<file path="src/rtl/run_ctrl_pkg.sv">
// rtl/run_ctrl_pkg.sv - shared types and constants for the front-panel run controller
package run_ctrl_pkg;

    typedef enum logic [2:0] {
        ST_IDLE   = 3'd0,
        ST_STEP   = 3'd1,
        ST_RUN    = 3'd2,
        ST_FAST   = 3'd3,
        ST_LOAD   = 3'd4,
        ST_LOADNX = 3'd5,
        ST_HALT   = 3'd6
    } state_e;

    localparam int RUN_DIV_DEF   = 4;
    localparam int BURST_LEN_DEF = 8;

    localparam int NUM_BTN   = 5;
    localparam int BTN_STEP  = 0;
    localparam int BTN_RUN   = 1;
    localparam int BTN_SPEED = 2;
    localparam int BTN_HALT  = 3;
    localparam int BTN_LOAD  = 4;

    // Monitor layout: {state[2:0], 1'b0, burst_left[3:0]}
    function automatic logic [7:0] pack_monitor(input state_e st, input logic [3:0] burst);
        return {st, 1'b0, burst};
    endfunction

endpackage

</file>
<file path="src/rtl/run_controller_if.sv">
// rtl/run_controller_if.sv - control interface between run controller and program counter
interface run_controller_if;
    logic       NEXT;
    logic       RUN;
    logic       SPEEDRUN;
    logic       mode;
    logic [7:0] value;
    logic [7:0] STEP;
    logic [7:0] count;

    modport master (output NEXT, RUN, SPEEDRUN, mode, value, STEP, input count);
    modport slave  (input NEXT, RUN, SPEEDRUN, mode, value, STEP, output count);
endinterface

</file>
<file path="src/rtl/btn_edge.sv">
// rtl/btn_edge.sv - registers panel button levels and emits one-cycle rising-edge events
module btn_edge #(
    parameter int WIDTH = 5
) (
    input  logic             clk,
    input  logic             rst,
    input  logic [WIDTH-1:0] btn,
    output logic [WIDTH-1:0] rise
);
    logic [WIDTH-1:0] btn_q;
    logic [WIDTH-1:0] btn_d;

    always_comb btn_d = btn;

    always_ff @(posedge clk) begin
        if (rst) btn_q <= '0;
        else     btn_q <= btn_d;
    end

    assign rise = btn & ~btn_q;
endmodule

</file>
<file path="src/rtl/run_controller.sv">
// rtl/run_controller.sv - panel run-control sequencer driving the program counter control stream
module run_controller
    import run_ctrl_pkg::*;
#(
    parameter int         RUN_DIV   = RUN_DIV_DEF,
    parameter int         BURST_LEN = BURST_LEN_DEF,
    parameter logic [7:0] STEP_VAL  = 8'd1
) (
    input  logic                      clk,
    input  logic                      rst,
    input  logic                      btn_step,
    input  logic                      btn_run,
    input  logic                      btn_speed,
    input  logic                      btn_halt,
    input  logic                      btn_load,
    input  logic [7:0]                load_value,
    input  logic                      bp_en,
    input  logic [7:0]                breakpoint,
    run_controller_if.master          ctl,
    output logic [7:0]                monitor_signal
);
    localparam int DIV_W = (RUN_DIV > 1) ? $clog2(RUN_DIV) : 1;

    state_e           state_q, state_d;
    logic [DIV_W-1:0] div_cnt_q, div_cnt_d;
    logic [7:0]       burst_left_q, burst_left_d;
    logic             resume_q, resume_d;
    logic [7:0]       value_q, value_d;

    logic [NUM_BTN-1:0] ev;
    logic ev_step, ev_run, ev_speed, ev_halt, ev_load;
    logic div_wrap, bp_hit;
    logic next_o, run_o, fast_o, mode_o;

    btn_edge #(.WIDTH(NUM_BTN)) u_btn_edge (
        .clk  (clk),
        .rst  (rst),
        .btn  ({btn_load, btn_halt, btn_speed, btn_run, btn_step}),
        .rise (ev)
    );

    assign ev_step  = ev[BTN_STEP];
    assign ev_run   = ev[BTN_RUN];
    assign ev_speed = ev[BTN_SPEED];
    assign ev_halt  = ev[BTN_HALT];
    assign ev_load  = ev[BTN_LOAD];

    assign div_wrap = (div_cnt_q == DIV_W'(RUN_DIV - 1));
    // Resume masks the breakpoint until the first NEXT moves execution off it
    assign bp_hit   = bp_en && (ctl.count == breakpoint) && !resume_q &&
                      ((state_q == ST_RUN) || (state_q == ST_FAST));

    always_ff @(posedge clk) begin
        if (rst) begin
            state_q      <= ST_IDLE;
            div_cnt_q    <= '0;
            burst_left_q <= '0;
            resume_q     <= 1'b0;
            value_q      <= '0;
        end else begin
            state_q      <= state_d;
            div_cnt_q    <= div_cnt_d;
            burst_left_q <= burst_left_d;
            resume_q     <= resume_d;
            value_q      <= value_d;
        end
    end

    always_comb begin
        state_d      = state_q;
        div_cnt_d    = div_cnt_q;
        burst_left_d = burst_left_q;
        resume_d     = resume_q;
        value_d      = value_q;
        if (next_o) resume_d = 1'b0;
        case (state_q)
            ST_IDLE: begin
                if (ev_halt) begin
                    state_d = ST_IDLE;
                end else if (ev_load) begin
                    state_d = ST_LOAD;
                    value_d = load_value;
                end else if (ev_step) begin
                    state_d = ST_STEP;
                end else if (ev_speed) begin
                    state_d      = ST_FAST;
                    burst_left_d = 8'(BURST_LEN);
                end else if (ev_run) begin
                    state_d   = ST_RUN;
                    div_cnt_d = '0;
                    resume_d  = 1'b0;
                end
            end
            ST_STEP: state_d = ST_IDLE;
            ST_RUN: begin
                if (ev_halt)     state_d = ST_IDLE;
                else if (bp_hit) state_d = ST_HALT;
                else             div_cnt_d = div_wrap ? '0 : div_cnt_q + 1'b1;
            end
            ST_FAST: begin
                if (ev_halt) begin
                    state_d = ST_IDLE;
                end else if (bp_hit) begin
                    state_d = ST_HALT;
                end else begin
                    burst_left_d = burst_left_q - 8'd1;
                    if (burst_left_q == 8'd1) state_d = ST_IDLE;
                end
            end
            ST_LOAD:   state_d = ST_LOADNX;
            ST_LOADNX: state_d = ST_IDLE;
            ST_HALT: begin
                if (ev_halt) begin
                    state_d = ST_IDLE;
                end else if (ev_run) begin
                    state_d   = ST_RUN;
                    div_cnt_d = '0;
                    resume_d  = 1'b1;
                end
            end
            default: state_d = ST_IDLE;
        endcase
    end

    // A halt edge aborts RUN/FAST at once, so it also suppresses that cycle's NEXT
    always_comb begin
        next_o = 1'b0;
        run_o  = 1'b0;
        fast_o = 1'b0;
        mode_o = 1'b0;
        case (state_q)
            ST_STEP:   next_o = 1'b1;
            ST_RUN: begin
                run_o  = 1'b1;
                next_o = div_wrap && !bp_hit && !ev_halt;
            end
            ST_FAST: begin
                fast_o = 1'b1;
                next_o = !bp_hit && !ev_halt;
            end
            ST_LOAD:   mode_o = 1'b1;
            ST_LOADNX: begin
                mode_o = 1'b1;
                next_o = 1'b1;
            end
            default: ;
        endcase
    end

    assign ctl.NEXT       = next_o;
    assign ctl.RUN        = run_o;
    assign ctl.SPEEDRUN   = fast_o;
    assign ctl.mode       = mode_o;
    assign ctl.value      = value_q;
    assign ctl.STEP       = STEP_VAL;
    assign monitor_signal = pack_monitor(state_q, burst_left_q[3:0]);
endmodule
</file>
<file path="src/flat_wrapper.sv">
// flat-port wrapper written by rule: the top's interface ports become plain ports
module run_controller_flat import run_ctrl_pkg::*;
#(
    parameter int         RUN_DIV   = RUN_DIV_DEF,
    parameter int         BURST_LEN = BURST_LEN_DEF,
    parameter logic [7:0] STEP_VAL  = 8'd1
)
  (clk, rst, btn_step, btn_run, btn_speed, btn_halt, btn_load, load_value, bp_en, breakpoint, monitor_signal, ctl_NEXT, ctl_RUN, ctl_SPEEDRUN, ctl_mode, ctl_value, ctl_STEP, ctl_count);
  run_controller_if ctl_i ();
  input  logic clk;
  input  logic rst;
  input  logic btn_step;
  input  logic btn_run;
  input  logic btn_speed;
  input  logic btn_halt;
  input  logic btn_load;
  input  logic [7:0] load_value;
  input  logic bp_en;
  input  logic [7:0] breakpoint;
  output logic [7:0] monitor_signal;
  output wire logic [$bits(ctl_i.NEXT)-1:0] ctl_NEXT;
  output wire logic [$bits(ctl_i.RUN)-1:0] ctl_RUN;
  output wire logic [$bits(ctl_i.SPEEDRUN)-1:0] ctl_SPEEDRUN;
  output wire logic [$bits(ctl_i.mode)-1:0] ctl_mode;
  output wire logic [$bits(ctl_i.value)-1:0] ctl_value;
  output wire logic [$bits(ctl_i.STEP)-1:0] ctl_STEP;
  input wire logic [$bits(ctl_i.count)-1:0] ctl_count;
  assign ctl_NEXT = ctl_i.NEXT;
  assign ctl_RUN = ctl_i.RUN;
  assign ctl_SPEEDRUN = ctl_i.SPEEDRUN;
  assign ctl_mode = ctl_i.mode;
  assign ctl_value = ctl_i.value;
  assign ctl_STEP = ctl_i.STEP;
  assign ctl_i.count = ctl_count;
  run_controller #(.RUN_DIV(RUN_DIV), .BURST_LEN(BURST_LEN), .STEP_VAL(STEP_VAL)) u_core (.clk(clk), .rst(rst), .btn_step(btn_step), .btn_run(btn_run), .btn_speed(btn_speed), .btn_halt(btn_halt), .btn_load(btn_load), .load_value(load_value), .bp_en(bp_en), .breakpoint(breakpoint), .ctl(ctl_i), .monitor_signal(monitor_signal));
endmodule
</file>
<file path="config.mk">
export PLATFORM = sky130hd
export DESIGN_NAME = run_controller_flat
export DESIGN_NICKNAME = d
export VERILOG_FILES = /design/src/rtl/run_ctrl_pkg.sv /design/src/rtl/run_controller_if.sv /design/src/rtl/btn_edge.sv /design/src/rtl/run_controller.sv /design/src/flat_wrapper.sv
export SDC_FILE = /design/constraint.sdc
export NUM_CORES = 1
export LEC_CHECK = 0
export ABC_AREA = 1
export BUFFER_PORTS_ARGS = -buffer_cell sky130_fd_sc_hd__buf_4
export CORE_MARGIN = 1
export CORE_UTILIZATION = 54
export CTS_CLUSTER_DIAMETER = 40
export CTS_CLUSTER_SIZE = 40
export DETAILED_ROUTE_END_ITERATION = 6
export PLACE_DENSITY = 0.85
export SETUP_SLACK_MARGIN = 0.2
export SYNTH_ARGS = -nofsm -noshare
export SYNTH_HDL_FRONTEND = slang
export SYNTH_SLANG_ARGS = --single-unit
export TNS_END_PERCENT = 1
</file>
<file path="constraint.sdc">
create_clock -name clk -period 3.1 [get_ports clk]
set_input_delay 0.155 -clock clk [delete_from_list [all_inputs] [get_ports clk]]
set_output_delay 0.155 -clock clk [all_outputs]
set_load 0.1 [all_outputs]
</file>
==> impl_metrics.ini, run 1 <==
[timing]
min_period_over_period = 0.715
final_max_slew_viol_count = 0
finalSetupTns_ns = 0
rsz_0062_raised_after_global_routing = no
worst-slew-pin-transition_ns = 0.517
maxClockFrequency_ghz = 0.451
setup_viol_count_final = 0
final_hold_viol_count = 0
slew_headroom = 0.654
finClkSkew_ns = 0.00612
final.min_clock_period_ns = 2.22

[routing]
met2WireLength_um = 1640
route.top_layer_used = met4
route.met3.wl_um = 262
drt_iter0_drc = 57
route.detailed.vias_per_inst = 4.83
drc = 0
dr_pass1_iterations = 4
wl_met1_um = 1730
postRouteAntennaNets = 0
num_vias = 1726
avgRoutedWirePerCell_um = 10.3
postRouteWirelength_um = 3680

[floorplan]
io-pin-count = 60
initial_utilization = 0.567
die_height_um = 58.4
placeableCoreArea_sq_um = 3030
chipWidth_um = 58.4
num_rows = 20
die-area_sq_um = 3410

[synth]
synthMostInstantiatedCell = sky130_fd_sc_hd__nand2_1
yosys_warning_count = 0
netlist_top_cells_area = sky130_fd_sc_hd__dfxtp_1 31%, sky130_fd_sc_hd__nand2_1 12%, sky130_fd_sc_hd__nor2_1 10%
synth_common_cells = 54 x sky130_fd_sc_hd__nand2_1, 47 x sky130_fd_sc_hd__nor2_1, 40 x sky130_fd_sc_hd__inv_1, 27 x sky130_fd_sc_hd__dfxtp_1, 13 x sky130_fd_sc_hd__buf_4
synth_edf_count = 0
synth_top_area_share = 0.315
avgSynthCellArea_sq_um = 6.39
postSynth.topFlopCell = sky130_fd_sc_hd__dfxtp_1
synth_xor_xnor_area_share = 0.0255
synthDominantAreaCellType = sky130_fd_sc_hd__dfxtp_1
synth_seq_area_share = 0.315
synth-simple-area-share = 0.374
post_synth_num_cell_types = 31
synth-seq-cells = 27
post_synth_instance_area_sq_um = 1720
yosys-mux-area-fraction = 0
netlist_instances = 269
asyncSetResetFlopFracSynth = 0
synth_compound_gate_area_share = 0.0969
dominant_combinational_cell_family_by_area_after_synthesis = simple AND/OR/NAND/NOR gates
synth_fa_ha_area_frac = 0.0218

[worst_setup_path]
worstPathArrival_ns = 2.06
timing.critical_path.from_type = flop
worst_r2r_startpoint = u_core.state_q[1]
rr_endpoint = u_core.burst_left_q[1]
setup.reg_to_reg.worst_slack_ns = 1.36
critPathLaunch = u_core.state_q[1]
worstSetupEndpoint = ctl_NEXT
required_ns = 2.94
worst-path-max-fanout = 12
timing.reg2reg.worst_path_depth = 7
critPathCaptureType = output port
setup.worst_path.class = flop to output port

[finish]
layout.nets = 349
area_growth_synth_to_finish_pct = 21.6
antenna_diode_count = 0
final.fill_count = 295
stdcell_area_sq_um = 2090
ratio_of_cells_with_drive_above_1_in_the_final_layout = 0.230

[worst_hold_path]
hp-class = primary input to flop

[clocking]
cts_resized = 0
post_cts_buffers = 0
tritoncts_clock_tree = built
tritoncts.num_buffers = 3
clock_tree.buffer_depth = 2
ctsHtreeMaxLevel = 1
clock_sink_count = 27
clk_pin_slew_worst_paths_ns = 0.16
clk-insertion-delay-late_ns = 0.33
ctsHoldBuffers = 0
cts_root_buf = sky130_fd_sc_hd__clkbuf_4

[power]
netSwitchingPower_mw = 0.596
p_int_mw = 0.572
share_comb_of_total_power = 0.517
share_of_power_burned_in_registers = 0.346
power-per-cell-area_nw_per_um2 = 560
cellLeakagePower_nw = 1.13
ir_drop_mv = 0.405
power.share.switching = 0.510
power_frac_clock = 0.137

[global_routing]
grt_pass1_wl_um = 6360
first_global_vias = 1557
largest_net_degree_at_the_start_of_global_routing = 19
gr-usage-all-layers = 0.235
grt_remaining_overflow = 0
grt_antenna_before_repair = 0

[placed_design]
hpwlAfterDp_um = 2810
dpl-instance-area_sq_um = 2060
port_buffers = 50
gp_routability_congestion = 0.928

[run]
maxCapViolations = 0

[outcome]
run_status = finished, final reports clean
## worst min-delay path by stage
stage	from	end	depth (start not counted)
after floorplan	btn_halt	u_core.u_btn_edge.btn_q[3]	2
after global placement	btn_load	u_core.u_btn_edge.btn_q[4]	3
after detailed placement	btn_run	u_core.u_btn_edge.btn_q[1]	3
after CTS	btn_run	u_core.u_btn_edge.btn_q[1]	3
after global routing	load_value[3]	u_core.ctl.value[3]	3
final	btn_run	u_core.u_btn_edge.btn_q[1]	3
## metal layers
metal	track usage	vias to the layer above
li1	-	907
met1	0.304	743
met2	0.397	70
met3	0.0396	6
met4	0.0782	0
met5	0	-
## critical path, cell delays in order, from the launching register on
cell and delay, ns:
sky130_fd_sc_hd__dfxtp_1 0.51, sky130_fd_sc_hd__inv_2 0.09, sky130_fd_sc_hd__nor2_2 0.17, sky130_fd_sc_hd__nand3_1 0.42
sky130_fd_sc_hd__nand3_1 0.24, sky130_fd_sc_hd__nand2_1 0.07, sky130_fd_sc_hd__buf_4 0.23
## stage by stage
step / power, mW / hold WS, ns / instances / setup slack, ns / utilization
6_report: 1.17 / 0.0209 / 357 / 0.884 / 0.690
2_1_floorplan: 0.904 / 0.262 / 276 / 0.436 / -
5_1_grt: 1.23 / 0.0105 / 357 / 0.724 / 0.690
4_1_cts: 1.17 / 0.0137 / 357 / 0.887 / 0.690
3_3_place_gp: 1.01 / 0.366 / 353 / 1.29 / 0.681
3_5_place_dp: 1.01 / 0.377 / 353 / 1.28 / 0.681
## sequential cells by signal, summed over array words and instances (netlist names)
register,count
u_core.resume_q,1
u_core.burst_left_q,8
u_core.state_q,3
u_core.div_cnt_q,2
u_core.ctl.value,8
u_core.u_btn_edge.btn_q,5
## cell type report
class / count / area, sq um / share of cell area
inverter: 43 / 166 / 0.0797
tap: 44 / 55.1 / 0.0264
multi-input combinational: 189 / 923 / 0.442
clock inverter: 1 / 5.00 / 0.00240
sequential: 27 / 541 / 0.259
clock buffer: 3 / 22.5 / 0.0108
timing repair buffer: 50 / 375 / 0.180
## placed cells by master, fill, tap and decap left out, drive strengths merged, types with 3 or more instances in the layout
cell    synthesis  routed
nand2          58      58
buf            14      50
nor2           50      50
inv            42      42
dfxtp          27      27
o21ai          13      13
nand4          12      12
a21oi          12      12
nand3          11      11
conb            2       9
or2             7       7
xor2            4       4
ha              3       3
clkbuf          3       3
nor3            3       3
## power by group through the flow
| stage | combinational [mW] | clock, mW | sequential, mW |
|---|---|---|---|
| global route | 0.648 | 0.178 | 0.409 |
| finish | 0.604 | 0.160 | 0.405 |
| detailed placement | 0.601 | 0 | 0.412 |
| floorplan | 0.352 | 0 | 0.552 |
| CTS | 0.603 | 0.164 | 0.404 |
| global placement | 0.595 | 0 | 0.412 |
## kinds of logic (layout without fill, tap and decap cells)
kind of cell | count (synthesis) | count (layout)
buffers and inverters | 60 | 97
other | 2 | 9
XOR/XNOR | 5 | 5
adder cells (fa/ha/maj) | 3 | 3
flip-flops | 27 | 27
AO/OA/AOI/OAI | 30 | 30
AND/OR/NAND/NOR | 142 | 142
No activity file was read; power rests on OpenSTA's default activity.
==> run 2, diff against run 1 <==
CORE_UTILIZATION = 50   (was 54)
PLACE_DENSITY = 0.8   (was 0.85)
clock period = 2.2 ns   (was 3.1 ns; I/O delays follow)
==> run 2 against run 1 <==
  * Clock power is 46% higher
  * Sequential share of layout area is 1.6 points lower
  * Clock skew is 0.0093 ns higher
  * Largest power group unchanged
  * Highest routed layer unchanged
==> impl_metrics.ini, run 2 (synthesis gave the netlist of run 1 again) <==
[power]
total_power_mw = 1.68
ir_drop_mv = 0.527
cellLeakagePower_nw = 1.17
power-per-cell-area_nw_per_um2 = 750

[routing]
route.detailed.vias_per_inst = 4.78
drt_iter0_drc = 43
postRouteWirelength_um = 3930
dr_pass1_iterations = 4
num_vias = 1769
drc = 0
avgRoutedWirePerCell_um = 10.6
postRouteAntennaNets = 0

[outcome]
run_status = finished, final reports clean

[finish]
final.fill_count = 284
ratio_of_cells_with_drive_above_1_in_the_final_layout = 0.245
layout.nets = 362
final_common_cell = sky130_fd_sc_hd__nand2_1
area_growth_synth_to_finish_pct = 30.7
multiInputGateArea_sq_um = 938
antenna_diode_count = 0
layout.cells.most_common_list = 54 x sky130_fd_sc_hd__nand2_1, 51 x sky130_fd_sc_hd__buf_4, 46 x sky130_fd_sc_hd__nor2_1, 38 x sky130_fd_sc_hd__inv_1, 24 x sky130_fd_sc_hd__dfxtp_1
regArea_sq_um = 544

[timing]
final.min_clock_period_ns = 1.81
maxClockFrequency_ghz = 0.551
final_hold_viol_count = 0
rsz_0062_raised_after_global_routing = no
min_period_over_period = 0.825
finClkSkew_ns = 0.0154
final_max_slew_viol_count = 0
finalSetupTns_ns = 0
setup_viol_count_final = 0

[global_routing]
grt_antenna_before_repair = 0
first_global_vias = 1594
grt_pass1_wl_um = 6470
grt_remaining_overflow = 0
gr-usage-all-layers = 0.234
largest_net_degree_at_the_start_of_global_routing = 19

[run]
maxCapViolations = 0

[floorplan]
initial_utilization = 0.545
placeableCoreArea_sq_um = 3150
chipWidth_um = 60.6
io-pin-count = 60
die-area_sq_um = 3670
die_height_um = 60.6
num_rows = 20

[clocking]
clock_tree.buffer_depth = 2
clk-insertion-delay-late_ns = 0.35
tritoncts_clock_tree = built
ctsHtreeMaxLevel = 1
clock_sink_count = 27
post_cts_buffers = 0
cts_root_buf = sky130_fd_sc_hd__clkbuf_4
tritoncts.num_buffers = 3
clk_pin_slew_worst_paths_ns = 0.15

[worst_setup_path]
required_ns = 2.09
worst-path-max-fanout = 12
timing.critical_path.from_type = flop
critPathCaptureType = output port
worstPathArrival_ns = 1.70
setup.worst_path.class = flop to output port
critPathLaunch = u_core.resume_q
worst_r2r_startpoint = u_core.u_btn_edge.btn_q[3]

[placed_design]
gp_routability_congestion = 0.837
hpwlAfterDp_um = 2760
port_buffers = 50

[worst_hold_path]
hp-class = primary input to flop
hold_path_startpoint = load_value[1]
==> run 2: changes by cell type in the layout (fill, tap and decap cells not counted), sizes merged <==
cell         previous run  this run
buf                    50        51
clkinv                  2         1
clkinvlp                0         3
dlygate4sd3             0        12
inv                    42        40
==> run 2: metrics by stage <==
stage	worst slack [ns]	utilization	hold WS, ns	cell area, sq um	cells
after floorplan	0.0529	-	0.217	1760	276
after global placement	0.576	0.660	0.320	2080	354
after detailed placement	0.537	0.660	0.328	2080	354
after CTS	0.320	0.710	0.00790	2240	370
after global routing	0.258	0.712	0.0141	2240	370
final	0.385	0.712	0.000917	2240	370
==> run 2: path summary, 6_finish.rpt <==
| kind | end | slack (ns) | depth (start not counted) |
|---|---|---|---|
| setup / recovery | ctl_NEXT | 0.39 | 7 |
| hold / removal | u_core.ctl.value[1] | 0.0009 | 3 |
| setup reg to reg | u_core.ctl.value[1] | 0.56 | 8 |
| hold reg to reg | u_core.div_cnt_q[1] | 0.49 | 2 |
==> run 2: report_power, final <==
group | total (mW) | internal [mW] | switching (mW)
Sequential | 0.571 | 0.533 | 0.0377
Clock | 0.234 | 0.0700 | 0.164
Combinational | 0.879 | 0.225 | 0.653
==> run 2: cell type report <==
type	count	share of cell area
multi-input cells	189	0.418
flip-flops and latches	27	0.242
repair buffers	63	0.224
inverters	43	0.0775
well taps	44	0.0245
clock buffers	3	0.0100
clock inverters	1	0.00334
==> run 2: layer usage <==
metal | vias up | global-route usage | wire (um)
met2 | 60 | 0.408 | 1840
met3 | 6 | 0.0384 | 246
met1 | 770 | 0.289 | 1790
met5 | - | 0 | 0
li1 | 933 | - | -
met4 | 0 | 0.0877 | 55
==> run 2: critical path: stages, from the launching register on <==
cell and delay (ns):
sky130_fd_sc_hd__dfxtp_1 0.34, sky130_fd_sc_hd__nor2_1 0.10, sky130_fd_sc_hd__nand2_1 0.06, sky130_fd_sc_hd__nor2_1 0.22, sky130_fd_sc_hd__nand3_4 0.21, sky130_fd_sc_hd__nand3_1 0.15
sky130_fd_sc_hd__nand2_1 0.06, sky130_fd_sc_hd__buf_4 0.23
==> run 2: timing repair <==
action | 4_1_cts | 5_1_grt
gates resized for setup | 1 | 1
endpoints found under the hold margin | 12 | 0
setup endpoints to repair | 1 | 1
hold buffers | 12 | 0
==> run 3, diff against run 2 <==
clock period = 1.84 ns   (was 2.2 ns; I/O delays follow)
==> run 3 against run 2 <==
  * Sequential share of layout area fell by 0.42 points
  * Non-clock buffer count rose by 3
  * Flip-flop and latch count did not move
  * Cell count rose by 0.81%
  * Via count rose by 1.7%
  * Power rose by 21%
  * Hold slack improved by 0.061 ns
  * Clock skew fell by 0.013 ns
  * Sequential power rose by 21%
  * Critical endpoint unchanged
  * Combinational power rose by 23%
  * Largest power group unchanged
  * First-iteration DRC count rose by 26%
==> impl_metrics.ini, run 3 (synthesis gave the netlist of run 1 again) <==
[routing]
postRouteWirelength_um = 4170
dr_pass1_iterations = 4
postRouteAntennaNets = 0
num_vias = 1799
drt_iter0_drc = 54
route.detailed.vias_per_inst = 4.82
drc = 0
avgRoutedWirePerCell_um = 11.2

[worst_setup_path]
worst_path_max_delay_cell = sky130_fd_sc_hd__dfxtp_4
worst-path-max-fanout = 5
timing.critical_path.from_type = flop
timing.critical_path.slowest_cell_delay_ns = 0.43
crit_family = simple AND/OR/NAND/NOR gates
required_ns = 1.75
path_common_cell = sky130_fd_sc_hd__nand3_1
setup.worst_path.class = flop to output port
critical_path.cell_chain = inv_4, nor2_4, nand3_1, buf_6, nand3_1, nand2_2, buf_12
worstPathArrival_ns = 1.54
critPathCaptureType = output port
critical_path.n_buffers_inverters = 3
setup.reg_to_reg.worst_slack_ns = 0.34

[clocking]
clock_tree.buffer_depth = 2
clk-insertion-delay-late_ns = 0.32
tritoncts.num_buffers = 3
clock_sink_count = 27
ctsHtreeMaxLevel = 1
clk_pin_slew_worst_paths_ns = 0.15
cts_root_buf = sky130_fd_sc_hd__clkbuf_4
tritoncts_clock_tree = built

[timing]
final_hold_viol_count = 0
setup_viol_count_final = 0
final_critical_path_setup_slack_ns = 0.209
finalSetupTns_ns = 0
min_period_over_period = 0.887
final.min_clock_period_ns = 1.63
maxClockFrequency_ghz = 0.613
rsz_0062_raised_after_global_routing = yes
final_max_slew_viol_count = 0
finClkSkew_ns = 0.00191

[finish]
ratio_of_cells_with_drive_above_1_in_the_final_layout = 0.267
regArea_sq_um = 553
antenna_diode_count = 0
area_growth_synth_to_finish_pct = 35.1
multiInputGateArea_sq_um = 958
layout.nets = 365
final.fill_count = 268
layout.cells.most_common_list = 52 x sky130_fd_sc_hd__nand2_1, 50 x sky130_fd_sc_hd__buf_4, 45 x sky130_fd_sc_hd__nor2_1, 37 x sky130_fd_sc_hd__inv_1, 23 x sky130_fd_sc_hd__dfxtp_1
final_common_cell = sky130_fd_sc_hd__nand2_1

[floorplan]
die_height_um = 60.6
placeableCoreArea_sq_um = 3150
io-pin-count = 60
initial_utilization = 0.545
chipWidth_um = 60.6
die-area_sq_um = 3670
num_rows = 20

[global_routing]
grt_remaining_overflow = 0
first_global_vias = 1602
largest_net_degree_at_the_start_of_global_routing = 19
gr-usage-all-layers = 0.240
grt_pass1_wl_um = 6660
grt_antenna_before_repair = 0

[power]
share_comb_of_total_power = 0.532
power.share.switching = 0.503
ir_drop_mv = 0.649
power-per-cell-area_nw_per_um2 = 877
cellLeakagePower_nw = 1.20
p_int_mw = 1.01
netSwitchingPower_mw = 1.02
share_of_power_burned_in_registers = 0.340
power_frac_clock = 0.128

[placed_design]
hpwlAfterDp_um = 2980
gp_routability_congestion = 0.942
dpl_worst_slack_ns = 0.345
port_buffers = 50

[outcome]
run_status = finished, final reports clean

[worst_hold_path]
hp-class = primary input to flop

[run]
maxCapViolations = 0
run 3: changes by cell type in the layout (fill, tap and decap cells not counted), moves of 2 or more:
cell,previous run,this run
sky130_fd_sc_hd__dfxtp_2,3,1
sky130_fd_sc_hd__nand3_2,0,2
sky130_fd_sc_hd__dfxtp_4,0,3
sky130_fd_sc_hd__nand2_4,0,2
sky130_fd_sc_hd__inv_4,0,2
sky130_fd_sc_hd__nand2_1,54,52
sky130_fd_sc_hd__buf_6,0,2
run 3: worst paths after layout:
| check | from | to | cells past startpoint |
|---|---|---|---|
| setup reg to reg | u_core.state_q[0] | u_core.burst_left_q[1] | 9 |
| setup / recovery | u_core.state_q[1] | ctl_NEXT | 7 |
| hold reg to reg | u_core.div_cnt_q[1] | u_core.div_cnt_q[1] | 2 |
| hold / removal | rst | u_core.resume_q | 2 |
run 3: final cells by class:
class | count | share of cell area
clock buffer | 3 | 0.00970
clock inverter | 1 | 0.00216
inverter | 43 | 0.0771
multi-input combinational | 189 | 0.413
sequential | 27 | 0.238
tap | 44 | 0.0237
timing repair buffer | 66 | 0.236
run 3: power by group through the flow:
| stage | registers [mW] | logic [mW] | clock network, mW |
|---|---|---|---|
| after floorplan | 0.941 | 0.612 | 0 |
| after global placement | 0.702 | 1.03 | 0 |
| after detailed placement | 0.702 | 1.04 | 0 |
| after CTS | 0.691 | 1.08 | 0.269 |
| after global routing | 0.699 | 1.15 | 0.292 |
| final | 0.692 | 1.08 | 0.261 |
run 3: what timing repair did:
item / in CTS / in global routing
cloned: 0 / 0
hold buffers: 13 / 0
gates resized for setup: 7 / 1
hold endpoints to repair: 13 / 0
pin swaps: 1 / 0
setup endpoints to repair: 2 / 20
buffers inserted: 1 / 0
run 3: through the flow:
stage	instances	cell area [sq um]	hold WS (ns)	power, mW	utilization
6_report	373	2320	0.0618	2.04	0.736
5_1_grt	373	2320	0.0535	2.14	0.736
4_1_cts	373	2320	0.0531	2.04	0.735
3_5_place_dp	355	2130	0.316	1.74	0.675
3_3_place_gp	355	2130	0.304	1.73	0.675
2_1_floorplan	276	1800	0.199	1.55	-
run 3: layer usage:
| metal | GRT usage | share of wire | vias up |
|---|---|---|---|
| met1 | 0.287 | 0.43 | 788 |
| li1 | - | - | 940 |
| met3 | 0.0448 | 0.074 | 2 |
| met5 | 0 | 0 | - |
| met4 | 0.0779 | 0.0053 | 0 |
| met2 | 0.432 | 0.49 | 69 |
